**src/rtl/seq_mult_ext.sv**
```systemverilog
// seq_mult_ext: shift-add sequential multiplier with a req/ack handshake.
// Works on operand magnitudes and negates at the end for signed products.
// Optionally stops early once the remaining multiplier bits are all zero.
module seq_mult_ext #(
  parameter int N          = 8,
  parameter bit EARLY_TERM = 1'b1
) (
  input  logic             clk,
  input  logic             rst_n,
  input  logic             req,
  input  logic             signed_mode,
  input  logic [N-1:0]     sn,
  input  logic [N-1:0]     sbn,
  output logic             busy,
  output logic             ack,
  output logic [2*N-1:0]   tich
);

  localparam int CW = $clog2(N + 1);

  typedef enum logic [1:0] {
    IDLE = 2'd0,
    CALC = 2'd1,
    DONE = 2'd2
  } state_t;

  state_t          r_state;
  logic [2*N-1:0]  r_a;
  logic [2*N-1:0]  r_acc;
  logic [N-1:0]    r_b;
  logic [CW-1:0]   r_cnt;
  logic            r_neg;
  logic            r_busy;
  logic            r_ack;
  logic [2*N-1:0]  r_tich;

  logic [N-1:0]    w_sn_mag;
  logic [N-1:0]    w_sbn_mag;
  logic            w_neg;
  logic            w_stop;

  // Magnitude of an operand; the most negative value maps to 2^(N-1), which
  // still fits in N unsigned bits.
  function automatic logic [N-1:0] magnitude(input logic [N-1:0] v,
                                             input logic       is_signed);
    if (is_signed && v[N-1]) begin
      return ~v + 1'b1;
    end
    return v;
  endfunction

  // Two's complement negation of the 2N-bit accumulator; zero stays zero.
  function automatic logic [2*N-1:0] apply_sign(input logic [2*N-1:0] v,
                                                input logic         neg);
    if (neg) begin
      return ~v + 1'b1;
    end
    return v;
  endfunction

  assign w_sn_mag  = magnitude(sn, signed_mode);
  assign w_sbn_mag = magnitude(sbn, signed_mode);
  assign w_neg     = signed_mode & (sn[N-1] ^ sbn[N-1]);

  // Iteration ends when all N bits are consumed, or earlier when the
  // remaining multiplier bits contribute nothing.
  assign w_stop = (r_cnt == '0) || (EARLY_TERM && (r_b == '0));

  // Control FSM and datapath registers, all cleared by the asynchronous reset.
  always_ff @(posedge clk or negedge rst_n) begin
    if (!rst_n) begin
      r_state <= IDLE;
      r_a     <= '0;
      r_acc   <= '0;
      r_b     <= '0;
      r_cnt   <= '0;
      r_neg   <= 1'b0;
      r_busy  <= 1'b0;
      r_ack   <= 1'b0;
      r_tich  <= '0;
    end else begin
      r_ack <= 1'b0;
      case (r_state)
        IDLE: begin
          if (req) begin
            r_a     <= {{N{1'b0}}, w_sn_mag};
            r_b     <= w_sbn_mag;
            r_neg   <= w_neg;
            r_acc   <= '0;
            r_cnt   <= CW'(N);
            r_busy  <= 1'b1;
            r_state <= CALC;
          end
        end
        CALC: begin
          if (w_stop) begin
            r_state <= DONE;
          end else begin
            if (r_b[0]) begin
              r_acc <= r_acc + r_a;
            end
            r_a   <= r_a << 1;
            r_b   <= r_b >> 1;
            r_cnt <= r_cnt - 1'b1;
          end
        end
        DONE: begin
          r_tich  <= apply_sign(r_acc, r_neg);
          r_ack   <= 1'b1;
          r_busy  <= 1'b0;
          r_state <= IDLE;
        end
        default: begin
          r_busy  <= 1'b0;
          r_state <= IDLE;
        end
      endcase
    end
  end

  assign busy = r_busy;
  assign ack  = r_ack;
  assign tich = r_tich;

endmodule

```
**config.mk**
```make
export PLATFORM = sky130hd
export DESIGN_NAME = seq_mult_ext
export DESIGN_NICKNAME = d
export VERILOG_FILES = /design/src/rtl/seq_mult_ext.sv
export SDC_FILE = /design/constraint.sdc
export NUM_CORES = 1
export LEC_CHECK = 0
export CORE_MARGIN = 5
export CORE_UTILIZATION = 40
export CTS_CLUSTER_SIZE = 8
export DETAILED_ROUTE_END_ITERATION = 8
export GPL_TIMING_DRIVEN = 1
export PLACE_DENSITY = 0.66
export SYNTH_ARGS = -nofsm -noshare
export SYNTH_HDL_FRONTEND = slang
export SYNTH_SLANG_ARGS = --single-unit
```
**constraint.sdc**
```tcl
create_clock -name clk -period 2.1 [get_ports clk]
set_input_delay 0.21 -clock clk [delete_from_list [all_inputs] [get_ports clk]]
set_output_delay 0.21 -clock clk [all_outputs]
set_load 0.1 [all_outputs]
```
==> results.py, run 1 <==
metrics = {
    "finish": {
        "final_cell_mix": "nand2_1 (88), dfrtp_1 (65), o21ai_0 (60)",
        "antenna_cells": 0,
        "final_nets": 568,
        "syn_to_final_growth_pct": 26.8,
        "finish.utilization_pct": 51.2,
        "layout-drive-gt1-share_pct": 18.4,
        "mostFrequentLayoutCell": "nand2_1",
    },
    "sta": {
        "holdWs_ps": 424,
        "fin_ws_ps": -26.9,
        "setup_viol": 1,
        "max_freq_mhz": 470,
        "finalHoldViolations": 0,
        "rsz0062_at_grt": "true",
        "period_share_pct": 101,
        "skew_ps": 10.4,
        "max_slew_margin_pct": 58.8,
        "tightestPinTransition_ps": 618,
        "finalCriticalPeriod_ps": 2130,
        "final_max_slew_viol_count": 0,
    },
    "power": {
        "p_leak_nw": 2.19,
        "p_switching_w": 0.00383,
        "ir_drop_mv": 0.774,
        "seqPwrFrac_pct": 26.8,
        "internal-power_w": 0.00405,
        "power_frac_clock_pct": 14.5,
        "comb_power_share_pct": 58.7,
        "power_density_nw_per_um2": 1600,
        "power.share.switching_pct": 48.6,
    },
    "clocking": {
        "htreeDepth": 3,
        "cts_tree": "yes",
        "numCtsBuffers": 9,
        "clk_path_buf_depth": 2,
        "clock_latency_ps": 340,
        "cts.sinks": 65,
        "cts_root_buf": "clkbuf_8",
        "cts.reportedPaths.clkPinSlew_ps": 80,
    },
    "die": {
        "die_area_um2": 11800,
        "die_w_um": 108,
        "fp.dieH_um": 108,
        "row_count": 36,
        "start_util_pct": 40.4,
        "io_pins": 38,
        "core_area_um2": 9590,
    },
    "logic_synthesis": {
        "synth_nets": 494,
        "synth_ff_type": "dfrtp_1",
        "seq_area_frac_synth_pct": 42.0,
        "synth_cell_types": 47,
        "synth_largest_area_cell": "dfrtp_1",
        "ys_ff_latch": 65,
        "synth-edff-count": 0,
        "postSynthAreaPerCell_um2": 8.56,
        "synthTopCellsByArea": "dfrtp_1 (42%), nand2_1 (8.5%), o21ai_0 (8.5%), ha_1 (6.5%), a21oi_1 (4.8%)",
        "synth_top_area_share_pct": 42.0,
        "syn_area_um2": 3880,
        "yosys_warnings": 0,
        "synth_cells": 453,
        "synthArstFlopShare_pct": 100,
    },
    "min_path": {
        "hold_path_class": "in -> async",
    },
    "worst_setup_path": {
        "r2r_setup_slack_ps": -30,
        "required_ps": 2320,
        "end_kind": "register",
        "crit_arrival_ps": 2350,
        "worstPathMaxFanout": 3,
        "path_class": "reg -> reg",
        "cp-start-kind": "register",
    },
    "grt": {
        "grt_max_degree": 46,
        "grt_pass1_vias": 3332,
        "antenna_found_initial": 0,
        "grt_use_total_pct": 16.3,
        "grt_first_pass_wirelength_um": 15400,
        "grt_overflow": 0,
    },
    "flow_run": {
        "max-cap-violations": 0,
    },
    "routing": {
        "avgRoutedWirePerCell_um": 13.3,
        "dr.pass1.iters": 4,
        "wl_um": 8820,
        "ant_nets": 0,
        "drt_iter0_drc": 130,
        "vias": 3306,
        "drc": 0,
        "viasPerCell": 4.97,
    },
    "placed_design": {
        "globalplace.congestion": 0.903,
        "port_buffers": 37,
        "dp_hpwl_um": 6750,
    },
    "outcome": {
        "violations": "setup timing",
        "outcome": "finished, violations left",
    },
}
[per-layer routing]
metal	GRT usage (%)	up-vias	share of wire, %
li1	-	1737	-
met3	2.81	2	3.9
met4	5.77	0	0.50
met2	26.2	63	46
met1	22.1	1504	50
met5	0	-	0
[sequential cells by signal, summed over array words and instances (netlist names)]
register,flops
r_cnt,4
busy,1
r_acc,16
r_state,2
r_neg,1
ack,1
tich,16
r_b,8
r_a,16
[cells in the mapped netlist (5+ instances only)]
| master | instances |
|---|---|
| nor4_1 | 5 |
| a21oi_1 | 37 |
| xnor2_1 | 18 |
| nor3_1 | 8 |
| inv_1 | 19 |
| ha_1 | 20 |
| or3_1 | 8 |
| o21ai_0 | 66 |
| nand2_1 | 88 |
| xor2_1 | 15 |
| a21boi_0 | 5 |
| o31ai_1 | 6 |
| clkbuf_1 | 12 |
| dfrtp_1 | 65 |
| nor2_1 | 21 |
| nand3_1 | 7 |
[metrics by stage]
stage	std cells	setup slack [ps]	cell area [um2]	total power (W)	TNS [ps]
2_1_floorplan	453	4.36	3900	0.00538	0
3_3_place_gp	645	-58.8	4610	0.00658	-95.4
3_5_place_dp	645	-132	4610	0.00668	-340
4_1_cts	665	-31.5	4870	0.00787	-31.5
5_1_grt	665	-133	4910	0.00852	-431
6_report	665	-26.9	4910	0.00788	-26.9
[logic make-up (layout without fill, tap and decap cells)]
kind of cell / count (synthesis) / in the layout / synth area share (%)
buffers and inverters: 36 / 115 / 3.62
xor gates and xnor gates: 33 / 33 / 7.46
and+or+nand+nor: 153 / 153 / 17.5
AOI/OAI and AO/OA: 144 / 144 / 22.2
DFF: 65 / 65 / 42.0
muxes: 1 / 1 / 0.258
adders and majority gates: 21 / 21 / 6.97
[critical path, stage by stage, from the launching register on]
cell and delay, ps:
dfrtp_1 380, ha_2 190, inv_2 60, fa_2 210, nor2b_2 50, o211ai_1 180
a21boi_2 100, o41a_1 390, o221ai_2 200, a211oi_2 90, nand3b_1 150
[final timing paths]
| check | startpoint | cells after the start | endpoint |
|---|---|---|---|
| setup / recovery | r_acc[0]$_DFFE_PN0P_ | 10 | r_acc[14]$_DFFE_PN0P_ |
| min in group clk | req | 2 | r_cnt[2]$_DFFE_PN0P_ |
| hold reg to reg | tich[8]$_DFFE_PN0P_ | 2 | tich[8]$_DFFE_PN0P_ |
| max in group asynchronous | rst_n | 3 | r_a[2]$_DFFE_PN0P_ |
| setup reg to reg | r_acc[0]$_DFFE_PN0P_ | 10 | r_acc[14]$_DFFE_PN0P_ |
| hold / removal | rst_n | 2 | r_acc[2]$_DFFE_PN0P_ |
[timing repair]
| action | CTS | global route |
|---|---|---|
| hold buffers | 1 | 0 |
| resized for setup | 7 | 11 |
| setup buffers | 3 | 0 |
| endpoints found under the hold margin | 24 | 0 |
| endpoints found under the setup margin | 7 | 25 |
| pin swaps | 5 | 3 |
[final cells by class]
class	count	area (um2)
Clock inverter	6	82.6
Fill cell	942	4680
Timing Repair Buffer	80	649
Multi-Input combinational cell	352	2190
Inverter	19	71.3
Clock buffer	10	128
Sequential cell	65	1630
Tap cell	133	166
[power by group through the flow]
stage	Clock [W]	Combinational, W	Sequential, W
after floorplan	0	0.00232	0.00306
after global placement	0	0.00448	0.00210
after detailed placement	0	0.00456	0.00212
after CTS	0.00118	0.00458	0.00210
after global routing	0.00122	0.00512	0.00218
final	0.00115	0.00462	0.00211
(Power assumes the default switching activity.)
==> run 2, diff against run 1 <==
==> constraint.sdc (replaced) <==
create_clock -name clk -period 2.7 [get_ports clk]
set_input_delay 0.27 -clock clk [delete_from_list [all_inputs] [get_ports clk]]
set_output_delay 0.27 -clock clk [all_outputs]
set_load 0.1 [all_outputs]
==> results.py, run 2 (synthesis results as in run 1) <==
metrics = {
    "outcome": {
        "outcome": "finished clean",
    },
    "die": {
        "fp.dieH_um": 108,
        "row_count": 36,
        "core_area_um2": 9590,
        "die_area_um2": 11800,
        "io_pins": 38,
        "start_util_pct": 40.4,
        "die_w_um": 108,
    },
    "grt": {
        "antenna_found_initial": 0,
        "grt_overflow": 0,
        "grt_first_pass_wirelength_um": 14600,
        "grt_max_degree": 45,
        "grt_use_total_pct": 15.7,
        "grt_pass1_vias": 3128,
    },
    "placed_design": {
        "post_dp_cell_area_um2": 4360,
        "port_buffers": 37,
        "dp_hpwl_um": 6350,
        "globalplace.congestion": 0.942,
    },
    "sta": {
        "setup_viol": 0,
        "period_share_pct": 90.0,
        "max_slew_margin_pct": 35.4,
        "finalCriticalPeriod_ps": 2430,
        "tightestPinTransition_ps": 969,
        "skew_ps": 4.48,
        "final_max_slew_viol_count": 0,
        "max_freq_mhz": 412,
        "setup_tns_ps": 0,
        "rsz0062_at_grt": "false",
        "finalHoldViolations": 0,
    },
    "clocking": {
        "cts_tree": "yes",
        "htreeDepth": 3,
        "clk_path_buf_depth": 2,
        "clock_latency_ps": 340,
        "numCtsBuffers": 9,
        "cts.sinks": 65,
        "cts.reportedPaths.clkPinSlew_ps": 70,
        "cts_root_buf": "clkbuf_8",
    },
    "routing": {
        "dr.pass1.iters": 5,
        "avgRoutedWirePerCell_um": 13.4,
        "viasPerCell": 5.13,
        "vias": 3233,
        "ant_nets": 0,
        "drc": 0,
        "wl_um": 8450,
        "drt_iter0_drc": 92,
    },
    "worst_setup_path": {
        "cp-startpoint": "r_acc[0]$_DFFE_PN0P_",
        "worstPathMaxFanout": 5,
        "r2r_setup_slack_ps": 270,
        "cp-start-kind": "register",
        "crit_arrival_ps": 2660,
        "required_ps": 2930,
        "crit_top_cell": "o21ai_0",
        "slowest_stage": "dfrtp_1",
        "cpPeakStageDelay_ps": 410,
        "end_kind": "register",
        "path_class": "reg -> reg",
        "timing.rr.start": "r_acc[0]$_DFFE_PN0P_",
        "path_cells": "ha_1 -> inv_1 -> fa_1 -> nor2b_1 -> o211ai_1 -> a21boi_2 -> o21ai_0 -> a21boi_0 -> o21ai_0 -> a32o_1",
    },
    "finish": {
        "layout-drive-gt1-share_pct": 9.86,
        "final_cell_mix": "nand2_1 (88), o21ai_0 (66), dfrtp_1 (65)",
        "antenna_cells": 0,
        "final_design_area_no_fill_um2": 4550,
        "final_nets": 534,
        "syn_to_final_growth_pct": 17.4,
        "mostFrequentLayoutCell": "nand2_1",
    },
    "flow_run": {
        "max-cap-violations": 0,
    },
    "min_path": {
        "hold_path_class": "reg -> reg",
        "hold_path_startpoint": "tich[4]$_DFFE_PN0P_",
    },
    "power": {
        "ir_drop_mv": 0.549,
        "p_leak_nw": 2.00,
        "power_density_nw_per_um2": 1240,
    },
}
[run 2: changes by cell type in the layout (fill, tap and decap cells not counted), moves of 3 or more]
cell      delta
o21ai_0      +6
o21ai_2      -3
ha_1         +3
buf_4       -33
o21ai_1      -3
clkbuf_8     +3
[run 2: per-layer routing]
layer | vias up | global-route usage [%] | wire (um)
met5 | - | 0 | 0
met1 | 1467 | 20.5 | 4040
met4 | 0 | 7.21 | 195
met2 | 89 | 24.8 | 3710
li1 | 1659 | - | -
met3 | 18 | 3.22 | 501
[run 2: worst max-delay path: cells and delay by family, from the launching register on]
kind            cells  cell delay [ps]
compound gates      6             1040
fa+ha+maj           2              610
flops               1              410
simple gates        1              200
buf+inv             1               60
[run 2: worst paths after layout]
path | to | cells after the start
max | r_acc[8]$_DFFE_PN0P_ | 10
min | tich[4]$_DFFE_PN0P_ | 2
max reg2reg | r_acc[8]$_DFFE_PN0P_ | 10
min reg2reg | tich[4]$_DFFE_PN0P_ | 2
max in group asynchronous | r_a[9]$_DFFE_PN0P_ | 3
min in group asynchronous | tich[0]$_DFFE_PN0P_ | 2
[run 2: where the power goes]
group	leakage [nW]	internal (W)	switching [W]
clock network	0.0980	0.000398	0.000348
logic	1.05	0.00102	0.00217
registers	0.856	0.00134	0.000343
[run 2: area by class of cell]
class                      count  area (um2)
fill                         936        5040
multi-input combinational    352        2120
sequential                    65        1630
timing repair buffer          46         390
tap                          133         166
clock buffer                  12         165
inverter                      19        71.3
clock inverter                 3        15.0
[run 2: timing repair]
action / CTS / global route
gates resized for setup: 0 / 2
setup endpoints to repair: 0 / 2
setup buffers: 0 / 0
endpoints found under the hold margin: 28 / 0
hold buffers: 1 / 0
[run 2: metrics by stage]
stage               worst slack, ps  hold slack (ps)  total power, W  utilization (%)  cells
floorplan                       472            -25.6         0.00416                -    453
global placement                276              351         0.00484             45.4    614
detailed placement              180              358         0.00491             45.4    614
CTS                             120              486         0.00567             47.4    630
global route                   7.42              505         0.00608             47.4    630
finish                          271              479         0.00562             47.4    630
